$ cat src/rtl/scan_test_ctrl.sv
// rtl/scan_test_ctrl.sv - scan chain driver: serialise patterns, capture, unload responses
// Define SCAN_MISR_EN to fold every unloaded bit of a test set into one MISR signature word.
module scan_test_ctrl #(
  parameter int                   CHAIN_LEN = 8,
  parameter logic [CHAIN_LEN-1:0] MISR_POLY = 8'h1D
) (
  input  logic                 C,
  input  logic                 global_reset,
  input  logic                 pat_valid,
  input  logic [CHAIN_LEN-1:0] pat_data,
  input  logic                 pat_last,
  output logic                 pat_ready,
  output logic                 nbar_t,
  output logic                 si,
  input  logic                 so,
  output logic                 rsp_valid,
  output logic [CHAIN_LEN-1:0] rsp_data,
  input  logic                 rsp_ready,
  output logic                 busy
);
  localparam int            CW       = $clog2(CHAIN_LEN + 1);
  localparam logic [CW-1:0] LAST_BIT = CW'(CHAIN_LEN - 1);

  typedef enum logic [1:0] {IDLE, SHIFT, CAPTURE, UNLOAD} state_t;

  state_t               state_q, state_d;
  logic [CW-1:0]        cnt_q, cnt_d;
  logic [CHAIN_LEN-1:0] pat_q, pat_d;
  logic [CHAIN_LEN-1:0] rsp_data_q, rsp_data_d;
  logic                 last_q, last_d;
  logic                 nbar_t_q, nbar_t_d;
  logic                 si_q, si_d;
  logic                 rsp_valid_q, rsp_valid_d;
  logic                 have_prev_q, have_prev_d;
  logic                 busy_q, busy_d;
  logic                 collect;
  logic [CHAIN_LEN-1:0] word;

`ifdef SCAN_MISR_EN
  logic [CHAIN_LEN-1:0] sig_q, sig_d;
  logic                 fb;

  always_comb begin
    fb    = sig_q[CHAIN_LEN-1] ^ so;
    word  = (sig_q << 1) ^ (fb ? MISR_POLY : '0);
    sig_d = sig_q;
    if (rsp_valid_q && rsp_ready) sig_d = '0;
    if (collect) sig_d = word;
  end
`else
  logic [CHAIN_LEN-1:0] sh_q, sh_d;

  // First bit seen on so ends up in bit 0 after CHAIN_LEN right shifts.
  always_comb begin
    word = {so, sh_q[CHAIN_LEN-1:1]};
    sh_d = collect ? word : sh_q;
  end
`endif

  assign pat_ready = (state_q == IDLE) && !rsp_valid_q;

  always_comb begin
    state_d     = state_q;
    cnt_d       = cnt_q;
    pat_d       = pat_q;
    last_d      = last_q;
    nbar_t_d    = nbar_t_q;
    si_d        = si_q;
    rsp_valid_d = rsp_valid_q;
    rsp_data_d  = rsp_data_q;
    have_prev_d = have_prev_q;
    collect     = 1'b0;
    if (rsp_valid_q && rsp_ready) rsp_valid_d = 1'b0;
    case (state_q)
      IDLE: begin
        if (pat_valid && pat_ready) begin
          state_d  = SHIFT;
          pat_d    = pat_data;
          last_d   = pat_last;
          cnt_d    = '0;
          nbar_t_d = 1'b1;
          si_d     = pat_data[0];
        end
      end
      SHIFT: begin
        collect = have_prev_q;
        cnt_d   = cnt_q + CW'(1);
        pat_d   = {pat_q[0], pat_q[CHAIN_LEN-1:1]};
        si_d    = pat_q[1];
        if (cnt_q == LAST_BIT) begin
          state_d  = CAPTURE;
          cnt_d    = '0;
          nbar_t_d = 1'b0;
          si_d     = 1'b0;
`ifndef SCAN_MISR_EN
          if (have_prev_q) begin
            rsp_data_d  = word;
            rsp_valid_d = 1'b1;
          end
`endif
        end
      end
      CAPTURE: begin
        have_prev_d = 1'b1;
        if (!last_q) begin
          state_d = IDLE;
        end else if (!rsp_valid_q || rsp_ready) begin
          // Unload may only start once the previous response is gone this edge.
          state_d  = UNLOAD;
          cnt_d    = '0;
          nbar_t_d = 1'b1;
        end
      end
      UNLOAD: begin
        collect = 1'b1;
        cnt_d   = cnt_q + CW'(1);
        if (cnt_q == LAST_BIT) begin
          state_d     = IDLE;
          cnt_d       = '0;
          nbar_t_d    = 1'b0;
          rsp_data_d  = word;
          rsp_valid_d = 1'b1;
          have_prev_d = 1'b0;
        end
      end
      default: state_d = IDLE;
    endcase
    busy_d = (state_d != IDLE);
  end

  always_ff @(posedge C) begin
    if (global_reset) begin
      state_q     <= IDLE;
      cnt_q       <= '0;
      pat_q       <= '0;
      last_q      <= 1'b0;
      nbar_t_q    <= 1'b0;
      si_q        <= 1'b0;
      rsp_valid_q <= 1'b0;
      rsp_data_q  <= '0;
      have_prev_q <= 1'b0;
      busy_q      <= 1'b0;
`ifdef SCAN_MISR_EN
      sig_q       <= '0;
`else
      sh_q        <= '0;
`endif
    end else begin
      state_q     <= state_d;
      cnt_q       <= cnt_d;
      pat_q       <= pat_d;
      last_q      <= last_d;
      nbar_t_q    <= nbar_t_d;
      si_q        <= si_d;
      rsp_valid_q <= rsp_valid_d;
      rsp_data_q  <= rsp_data_d;
      have_prev_q <= have_prev_d;
      busy_q      <= busy_d;
`ifdef SCAN_MISR_EN
      sig_q       <= sig_d;
`else
      sh_q        <= sh_d;
`endif
    end
  end

  assign nbar_t    = nbar_t_q;
  assign si        = si_q;
  assign rsp_valid = rsp_valid_q;
  assign rsp_data  = rsp_data_q;
  assign busy      = busy_q;
endmodule

$ cat config.mk
export PLATFORM = sky130hd
export DESIGN_NAME = scan_test_ctrl
export DESIGN_NICKNAME = d
export VERILOG_FILES = /design/src/rtl/scan_test_ctrl.sv
export SDC_FILE = /design/constraint.sdc
export NUM_CORES = 1
export LEC_CHECK = 0
export CORE_MARGIN = 3
export CORE_UTILIZATION = 51
export DETAILED_ROUTE_END_ITERATION = 10
export GPL_TIMING_DRIVEN = 1
export PLACE_DENSITY = 0.83
export SETUP_SLACK_MARGIN = 0.1
export SYNTH_ARGS = -nofsm -noshare
export SYNTH_HDL_FRONTEND = slang
export SYNTH_SLANG_ARGS = --single-unit
$ cat constraint.sdc
create_clock -name C -period 1.6 [get_ports C]
set_input_delay 0.16 -clock C [delete_from_list [all_inputs] [get_ports C]]
set_output_delay 0.16 -clock C [all_outputs]
set_load 0.01 [all_outputs]
==> impl_metrics.env, run 1 <==
export IMPL_layout_drive_gt1_share_pct=15.7
export IMPL_path_buf_inv=1
export IMPL_cts_tree="yes"
export IMPL_worst_pin_slew_ns=0.473
export IMPL_status="finished, final reports clean"
export IMPL_holdWs_ns=0.453
export IMPL_die_x_um=59.8
export IMPL_synth_area_mm2=0.00148
export IMPL_synth_top_area_cell="dfxtp_1"
export IMPL_dieHeight_um=59.8
export IMPL_remaining_drc_errors=0
export IMPL_grt_pass1_wl_mm=4.91
export IMPL_htreeDepth=2
export IMPL_syn_num_nets=166
export IMPL_io_pins=27
export IMPL_vias=1168
export IMPL_rows=18
export IMPL_synthesis_instances=151
export IMPL_clk_pin_slew_ns=0.10
export IMPL_ys_warn_count=0
export IMPL_clockRootBuffer="clkbuf_4"
export IMPL_fill_cells=191
export IMPL_drv_slew=0
export IMPL_worstSetupPathType="flip-flop to flip-flop"
export IMPL_start_kind="flip-flop"
export IMPL_wl_per_cell_um=13.5
export IMPL_min_period_over_period_pct=88.5
export IMPL_r2r_setup_slack_ns=0.18
export IMPL_synthDistinctLibCells=33
export IMPL_critical_path_top_delay_family="flip-flops"
export IMPL_pwr_share_clk_pct=35.5
export IMPL_grt_pass1_vias=1141
export IMPL_regToRegStartpoint="cnt_q[0]$_SDFFE_PP0P_"
export IMPL_p_leak_nw=0.811
export IMPL_whs_endpoint="last_q$_SDFFE_PP0P_"
export IMPL_die_area_mm2=0.00357
export IMPL_initial_utilization_pct=56.5
export IMPL_wirelength_mm=2.91
export IMPL_netSwitchingPower_mw=0.385
export IMPL_dominantRegCellSynth="dfxtp_1"
export IMPL_grt_max_degree=36
export IMPL_cp_end_kind="flip-flop"
export IMPL_setup_viol=0
export IMPL_fmax_mhz=706
export IMPL_cp_slowest_cell="dfxtp_1"
export IMPL_numCtsBuffers=5
export IMPL_combPwrFrac_pct=10.4
export IMPL_areaGrowthSynthToFinish_pct=30.3
export IMPL_fin_skew_ns=0.00857
export IMPL_dpl_instance_area_mm2=0.00177
export IMPL_synth_seq_cells=35
export IMPL_postSynth_asyncResetShare_pct=0
export IMPL_layout_nets=200
export IMPL_cts_buffer_depth=2
export IMPL_cellPowerDensity_mw_per_mm2=889
export IMPL_synth_edf_count=0
export IMPL_arrival_ns=1.65
export IMPL_r2r_end="rsp_data[4]$_SDFFE_PP0P_"
export IMPL_drtPass1Iterations=4
export IMPL_ys_seq_area_share_pct=47.5
export IMPL_grt_usage_pct=18.1
export IMPL_max_stage_delay_ns=0.43
export IMPL_p_seq_share_pct=54.1
export IMPL_worstHoldStart="pat_last"
export IMPL_fp_coreArea_mm2=0.00261
export IMPL_drtAntennaViolNets=0
export IMPL_hold_viol=0
export IMPL_antenna_cells=0
export IMPL_min_path_type="input port to flip-flop"
export IMPL_internal_power_mw=1.32
export IMPL_place_hpwl_mm=2.00
export IMPL_path_max_fanout=6
export IMPL_yosys_area_top_type_share_pct=47.5
export IMPL_rsz0062_at_grt="no"
export IMPL_finalInstanceArea_mm2=0.00192
export IMPL_clk_latency_ns=0.33
export IMPL_fin_crit_ns=1.42
export IMPL_grt_overflow=0
export IMPL_ir_worst_vdd_mv=0.802
export IMPL_gp_congestion=0.792
export IMPL_p_sw_share_pct=22.5
export IMPL_yosys_top_cells_area="dfxtp_1 47%, mux2i_1 16%, nor2_1 7.9%"
export IMPL_postCtsHoldBufs=0
export IMPL_maxSlewHeadroom_pct=68.5
export IMPL_cts_num_sinks=35
export IMPL_first_iter_violations=45
export IMPL_yosysMostFrequentCell="dfxtp_1"
export IMPL_syn_area_per_cell_um2=9.77
export IMPL_fin_setup_tns_ns=0
export IMPL_synth_cells_most_frequent="35 x dfxtp_1, 31 x nor2_1, 23 x mux2i_1"
export IMPL_vias_per_cell=5.43
export IMPL_cp_required_ns=1.84
export IMPL_io_buffers=26
export IMPL_crit_chain="ha_4, nand4b_4, nor2_4, buf_12, mux2i_1, nor2_1"
export IMPL_reg2reg_depth=6
export IMPL_antenna_found_initial=0
export IMPL_cap_violations=0
export IMPL_hold_depth=3
## cells by family after synthesis
family	after synthesis	synth area share, %
compound gates	26	12.8
fa+ha+maj	1	0.848
buf+inv	10	4.07
flops	35	47.5
mux	24	16.4
simple gates	55	18.4
## cells in the final DEF (no fill, tap or decap), types with 5 or more instances in the layout
cell             count
clkdlybuf4s50_1     25
a21oi_1              8
nor2_1              31
a211oi_1             7
dfxtp_1             32
clkbuf_4             5
mux2i_1             23
nand2_1              8
buf_4                6
## registers in the layout (all words and copies together) (netlist names)
name,cells
state_q,2
rsp_valid,1
busy,1
last_q,1
si,1
sh_q,7
cnt_q,4
nbar_t,1
pat_q,8
rsp_data,8
have_prev_q,1
## final cells by class
cell class	instances	area [um^2]	share of cell area [%]
clock buffers	5	37.5	1.95
clock inverters	2	37.5	1.95
inverters	2	7.51	0.391
multi-input cells	106	733	38.2
flip-flops and latches	35	704	36.7
well taps	30	37.5	1.95
repair buffers	35	364	18.9
## tightest hold or removal path: stages
cell and delay (ns):
clkdlybuf4s50_1 0.42, mux2i_1 0.13, nor2_1 0.05
## routing by layer
| layer | track usage (%) | up-vias | share of wire, % |
|---|---|---|---|
| li1 | - | 596 | - |
| met1 | 22.3 | 546 | 45 |
| met2 | 29.6 | 21 | 50 |
| met3 | 5.40 | 5 | 3.7 |
| met4 | 6.65 | 0 | 1.2 |
| met5 | 0 | - | 0 |
## stage by stage
step	instances	total power [mW]	setup slack (ns)	util, %
4_1_cts	213	1.71	0.120	71.9
3_5_place_dp	204	1.11	-0.0312	67.8
3_3_place_gp	204	1.10	0.0555	67.8
2_1_floorplan	151	1.04	0.221	-
6_report	215	1.71	0.184	73.6
5_1_grt	215	1.79	0.109	73.6
## power by group through the flow
| stage | Sequential, mW | Combinational [mW] | Clock [mW] |
|---|---|---|---|
| detailed placement | 0.942 | 0.167 | 0 |
| CTS | 0.923 | 0.167 | 0.622 |
| global placement | 0.940 | 0.163 | 0 |
| finish | 0.924 | 0.178 | 0.607 |
| floorplan | 0.936 | 0.105 | 0 |
| global route | 0.928 | 0.194 | 0.665 |
## worst max-delay path by stage
| stage | depth (start not counted) | from | slack, ns | endpoint |
|---|---|---|---|---|
| 6_report | 6 | cnt_q[0]$_SDFFE_PP0P_ | 0.18 | rsp_data[4]$_SDFFE_PP0P_ |
| 5_1_grt | 3 | state_q[0]$_SDFF_PP0_ | 0.11 | pat_q[2]$_SDFFE_PP0P_ |
| 4_1_cts | 6 | cnt_q[0]$_SDFFE_PP0P_ | 0.12 | rsp_data[4]$_SDFFE_PP0P_ |
| 3_5_place_dp | 5 | pat_valid | -0.03 | pat_q[2]$_SDFFE_PP0P_ |
| 3_3_place_gp | 5 | pat_valid | 0.06 | pat_q[0]$_SDFFE_PP0P_ |
| 2_1_floorplan | 5 | cnt_q[0]$_SDFFE_PP0P_ | 0.22 | rsp_data[5]$_SDFFE_PP0P_ |
## timing repair
action	CTS	global route
pin swaps	1	1
resized for setup	4	4
setup endpoints to repair	15	12
setup buffers	2	2
Note: power is estimated with default switching activity, not from simulation.
==> inputs of run 2 (changes only) <==
- CORE_ASPECT_RATIO: unset -> 1.4
- GPL_ROUTABILITY_DRIVEN: unset -> 0
==> impl_metrics.env, run 2 (synthesized netlist as in run 1, its figures left out) <==
export IMPL_place_hpwl_mm=2.13
export IMPL_worstSetupPathType="flip-flop to output pin"
export IMPL_cp_end_kind="output pin"
export IMPL_holdWs_ns=0.416
export IMPL_maxSlewHeadroom_pct=69.4
export IMPL_die_area_mm2=0.00358
export IMPL_dieHeight_um=69.6
export IMPL_start_kind="flip-flop"
export IMPL_rows=22
export IMPL_antenna_cells=0
export IMPL_grt_pass1_wl_mm=5.07
export IMPL_min_path_type="input port to flip-flop"
export IMPL_cts_buffer_depth=2
export IMPL_initial_utilization_pct=54.7
export IMPL_mostFrequentLayoutCells="32 x dfxtp_1, 31 x nor2_1, 25 x clkdlybuf4s50_1"
export IMPL_postCtsHoldBufs=0
export IMPL_cts_num_sinks=35
export IMPL_wirelength_mm=2.98
export IMPL_grt_max_degree=36
export IMPL_ir_worst_vdd_mv=0.794
export IMPL_cap_violations=0
export IMPL_wl_per_cell_um=13.5
export IMPL_grt_pass1_vias=1209
export IMPL_setup_viol=0
export IMPL_first_iter_violations=27
export IMPL_fin_setup_tns_ns=0
export IMPL_layout_nets=199
export IMPL_cp_slowest_cell="clkdlybuf4s50_1"
export IMPL_clk_latency_ns=0.34
export IMPL_max_stage_delay_ns=0.54
export IMPL_crit_chain="clkdlybuf4s50_1"
export IMPL_cts_tree="yes"
export IMPL_io_pins=27
export IMPL_drtAntennaViolNets=0
export IMPL_rsz0062_at_grt="no"
export IMPL_fin_cells=221
export IMPL_placedCellCount=210
export IMPL_layout_drive_gt1_share_pct=15.1
export IMPL_drv_slew=0
export IMPL_final_core_util_pct=70.7
export IMPL_numCtsBuffers=5
export IMPL_vias_per_cell=5.38
export IMPL_min_period_over_period_pct=89.0
export IMPL_cellPowerDensity_mw_per_mm2=917
export IMPL_layout_commonest_cell="dfxtp_1"
export IMPL_path_buf_inv=1
export IMPL_clockRootBuffer="clkbuf_4"
export IMPL_remaining_drc_errors=0
export IMPL_hold_viol=0
export IMPL_critical_path_top_delay_family="buffers and inverters"
export IMPL_grt_usage_pct=18.7
export IMPL_fin_crit_ns=1.42
export IMPL_status="finished, final reports clean"
export IMPL_arrival_ns=1.26
export IMPL_io_buffers=26
export IMPL_vias=1189
export IMPL_fin_skew_ns=0.0100
export IMPL_htreeDepth=2
export IMPL_p_leak_nw=0.810
export IMPL_areaGrowthSynthToFinish_pct=29.3
export IMPL_path_max_fanout=5
export IMPL_antenna_found_initial=0
export IMPL_die_x_um=51.5
export IMPL_fp_coreArea_mm2=0.00270
export IMPL_fmax_mhz=702
export IMPL_worst_pin_slew_ns=0.459
export IMPL_grt_overflow=0
export IMPL_cp_required_ns=1.44
export IMPL_drtPass1Iterations=4
export IMPL_clk_pin_slew_ns=0.11
run 2: cell types whose count changed in the layout (fill, tap and decap cells not counted):
cell / delta
buf_12: -2
buf_4: +1
clkbuf_8: +1
clkinv_2: +1
clkinvlp_4: -1
or2b_1: +1
or2b_2: -1
run 2: power by group:
group / internal (mW) / total (mW) / switching, mW
combinational: 0.0937 / 0.170 / 0.0764
sequential: 0.901 / 0.922 / 0.0208
clock: 0.369 / 0.657 / 0.288
total: 1.36 / 1.75 / 0.385
run 2: final cells by class:
class	instances	area [um^2]
Fill cell	229	791
Multi-Input combinational cell	106	732
Sequential cell	35	704
Timing Repair Buffer	34	332
Clock buffer	6	51.3
Tap cell	36	45.0
Clock inverter	2	35.0
Inverter	2	7.51
run 2: worst paths after layout:
check,startpoint,endpoint,slack [ns],cells after the start
setup / recovery,rsp_valid$_SDFF_PP0_,rsp_valid,0.18,1
hold / removal,pat_last,last_q$_SDFFE_PP0P_,0.42,3
setup reg to reg,state_q[0]$_SDFF_PP0_,pat_q[2]$_SDFFE_PP0P_,0.22,3
hold reg to reg,si$_SDFFE_PP0P_,si$_SDFFE_PP0P_,0.49,2
run 2: timing repair:
item,CTS,global route
buffers inserted,3,0
endpoints found under the setup margin,11,10
pin swaps,1,0
endpoints found under the hold margin,0,0
gates resized for setup,4,3
run 2: per-layer routing:
metal	share of wire [%]	GRT usage [%]
met5	0	0
met4	1.5	7.00
met3	5.8	9.46
met2	55	31.3
met1	38	19.5
run 2: stage by stage:
step / total power [mW] / instance area (um^2) / worst slack (ns)
after floorplan: 1.04 / 1480 / 0.221
after detailed placement: 1.11 / 1780 / -0.0103
after CTS: 1.77 / 1890 / 0.109
after global routing: 1.84 / 1910 / 0.105
after global placement: 1.10 / 1780 / 0.0544
final: 1.75 / 1910 / 0.176
==> inputs of run 3 (changes only) <==
- CORE_MARGIN: 3 -> 2
==> impl_metrics.env, run 3 (synthesized netlist as in run 1, its figures left out) <==
export IMPL_cp_slowest_cell="dfxtp_1"
export IMPL_layout_commonest_cell="dfxtp_1"
export IMPL_areaGrowthSynthToFinish_pct=29.8
export IMPL_die_area_mm2=0.00334
export IMPL_hold_viol=0
export IMPL_cts_num_sinks=35
export IMPL_antenna_cells=0
export IMPL_io_pins=27
export IMPL_grt_max_degree=17
export IMPL_grt_usage_pct=21.4
export IMPL_hold_depth=2
export IMPL_start_kind="flip-flop"
export IMPL_cp_required_ns=1.78
export IMPL_r2r_setup_slack_ns=0.17
export IMPL_mostFrequentLayoutCells="33 x dfxtp_1, 31 x nor2_1, 25 x clkdlybuf4s50_1"
export IMPL_final_core_util_pct=67.9
export IMPL_drtAntennaViolNets=0
export IMPL_layout_nets=199
export IMPL_layout_drive_gt1_share_pct=15.2
export IMPL_worstSetupPathType="flip-flop to flip-flop"
export IMPL_ir_worst_vdd_mv=0.673
export IMPL_netSwitchingPower_mw=0.393
export IMPL_cap_violations=0
export IMPL_p_sw_share_pct=22.8
export IMPL_maxSlewHeadroom_pct=69.6
export IMPL_remaining_drc_errors=0
export IMPL_crit_chain="ha_4, nand3b_1, mux2_2, a21oi_1, nor2_1"
export IMPL_antenna_found_initial=0
export IMPL_path_buf_inv=0
export IMPL_max_stage_delay_ns=0.43
export IMPL_arrival_ns=1.61
export IMPL_die_x_um=49.5
export IMPL_p_seq_share_pct=53.6
export IMPL_min_path_type="flip-flop to flip-flop"
export IMPL_regToRegStartpoint="cnt_q[0]$_SDFFE_PP0P_"
export IMPL_whs_endpoint="si$_SDFFE_PP0P_"
export IMPL_combPwrFrac_pct=10.2
export IMPL_status="finished, final reports clean"
export IMPL_cts_tree="yes"
export IMPL_vias=1172
export IMPL_worstHoldStart="si$_SDFFE_PP0P_"
export IMPL_drtPass1Iterations=4
export IMPL_r2r_end="state_q[1]$_SDFF_PP0_"
export IMPL_cts_buffer_depth=2
export IMPL_cellPowerDensity_mw_per_mm2=902
export IMPL_fmax_mhz=699
export IMPL_fin_total_pwr_mw=1.73
export IMPL_cp_end_kind="flip-flop"
export IMPL_vias_per_cell=5.30
export IMPL_internal_power_mw=1.33
export IMPL_postCtsHoldBufs=0
export IMPL_place_hpwl_mm=2.34
export IMPL_rows=23
export IMPL_fill_cells=253
export IMPL_numCtsBuffers=5
export IMPL_fp_coreArea_mm2=0.00282
export IMPL_dieHeight_um=67.6
export IMPL_path_max_fanout=5
export IMPL_reg2reg_depth=5
export IMPL_grt_pass1_vias=1188
export IMPL_fin_crit_ns=1.43
export IMPL_clk_pin_slew_ns=0.06
export IMPL_clockRootBuffer="clkbuf_8"
export IMPL_initial_utilization_pct=52.3
export IMPL_pwr_share_clk_pct=36.2
export IMPL_wirelength_mm=3.21
export IMPL_clk_latency_ns=0.28
export IMPL_grt_pass1_wl_mm=5.26
export IMPL_first_iter_violations=26
export IMPL_drv_slew=0
export IMPL_worst_pin_slew_ns=0.457
export IMPL_p_leak_nw=0.810
export IMPL_fin_skew_ns=0.00213
export IMPL_io_buffers=26
export IMPL_grt_overflow=0
export IMPL_critical_path_top_delay_family="flip-flops"
export IMPL_rsz0062_at_grt="no"
export IMPL_setup_viol=0
export IMPL_wl_per_cell_um=14.5
export IMPL_min_period_over_period_pct=89.4
export IMPL_htreeDepth=2
## run 3: cell count changes in the layout (fill, tap and decap cells not counted), sizes merged
cell    change
bufinv      -1
## run 3: power groups by stage
| stage | sequential (mW) | combinational [mW] | clock, mW |
|---|---|---|---|
| global route | 0.928 | 0.193 | 0.667 |
| CTS | 0.923 | 0.172 | 0.639 |
| global placement | 0.939 | 0.164 | 0 |
| detailed placement | 0.942 | 0.171 | 0 |
| floorplan | 0.936 | 0.105 | 0 |
| finish | 0.926 | 0.177 | 0.625 |
## run 3: tightest hold or removal path: cells and delay by family, from the launching register on
family	cells	cell delay (ns)
AO/OA/AOI/OAI	1	0.06
AND/OR/NAND/NOR	1	0.07
flip-flops	1	0.31
## run 3: what timing repair did
| action | in CTS | in global routing |
|---|---|---|
| gates resized for setup | 4 | 4 |
| setup endpoints to repair | 11 | 11 |
| setup buffers | 1 | 0 |
| pin swaps | 2 | 1 |
## run 3: area by class of cell
cell class,instances,area [um^2],area share [%]
sequential,35,703,36.7
timing repair buffer,34,332,17.3
clock inverter,1,5.00,0.261
multi-input combinational,106,738,38.6
tap,37,46.3,2.42
clock buffer,6,82.6,4.31
inverter,2,7.51,0.392
## run 3: metrics by stage
step / hold slack (ns) / instance area [um^2] / TNS, ns / cells / setup WS, ns
2_1_floorplan: 0.304 / 1480 / 0 / 151 / 0.221
3_3_place_gp: 0.462 / 1780 / 0 / 213 / 0.0610
3_5_place_dp: 0.475 / 1780 / -0.0807 / 213 / -0.0410
4_1_cts: 0.487 / 1900 / 0 / 221 / 0.110
5_1_grt: 0.505 / 1910 / 0 / 221 / 0.104
6_report: 0.489 / 1910 / 0 / 221 / 0.170
## run 3: layer usage
metal	vias to the layer above	track usage [%]	part of all wire, %
met1	542	19.6	38
met3	8	6.42	5.0
li1	589	-	-
met5	-	0	0
met2	33	42.6	55
met4	0	10.1	1.7
## run 3: worst max-delay path by stage
stage / start / slack, ns / endpoint / depth (start not counted)
after global placement: pat_valid / 0.06 / pat_q[0]$_SDFFE_PP0P_ / 5
after detailed placement: pat_valid / -0.04 / pat_q[2]$_SDFFE_PP0P_ / 5
final: cnt_q[0]$_SDFFE_PP0P_ / 0.17 / state_q[1]$_SDFF_PP0_ / 5
after floorplan: cnt_q[0]$_SDFFE_PP0P_ / 0.22 / rsp_data[5]$_SDFFE_PP0P_ / 5
after CTS: state_q[0]$_SDFF_PP0_ / 0.11 / pat_q[4]$_SDFFE_PP0P_ / 3
after global routing: rsp_valid$_SDFF_PP0_ / 0.10 / pat_q[2]$_SDFFE_PP0P_ / 4
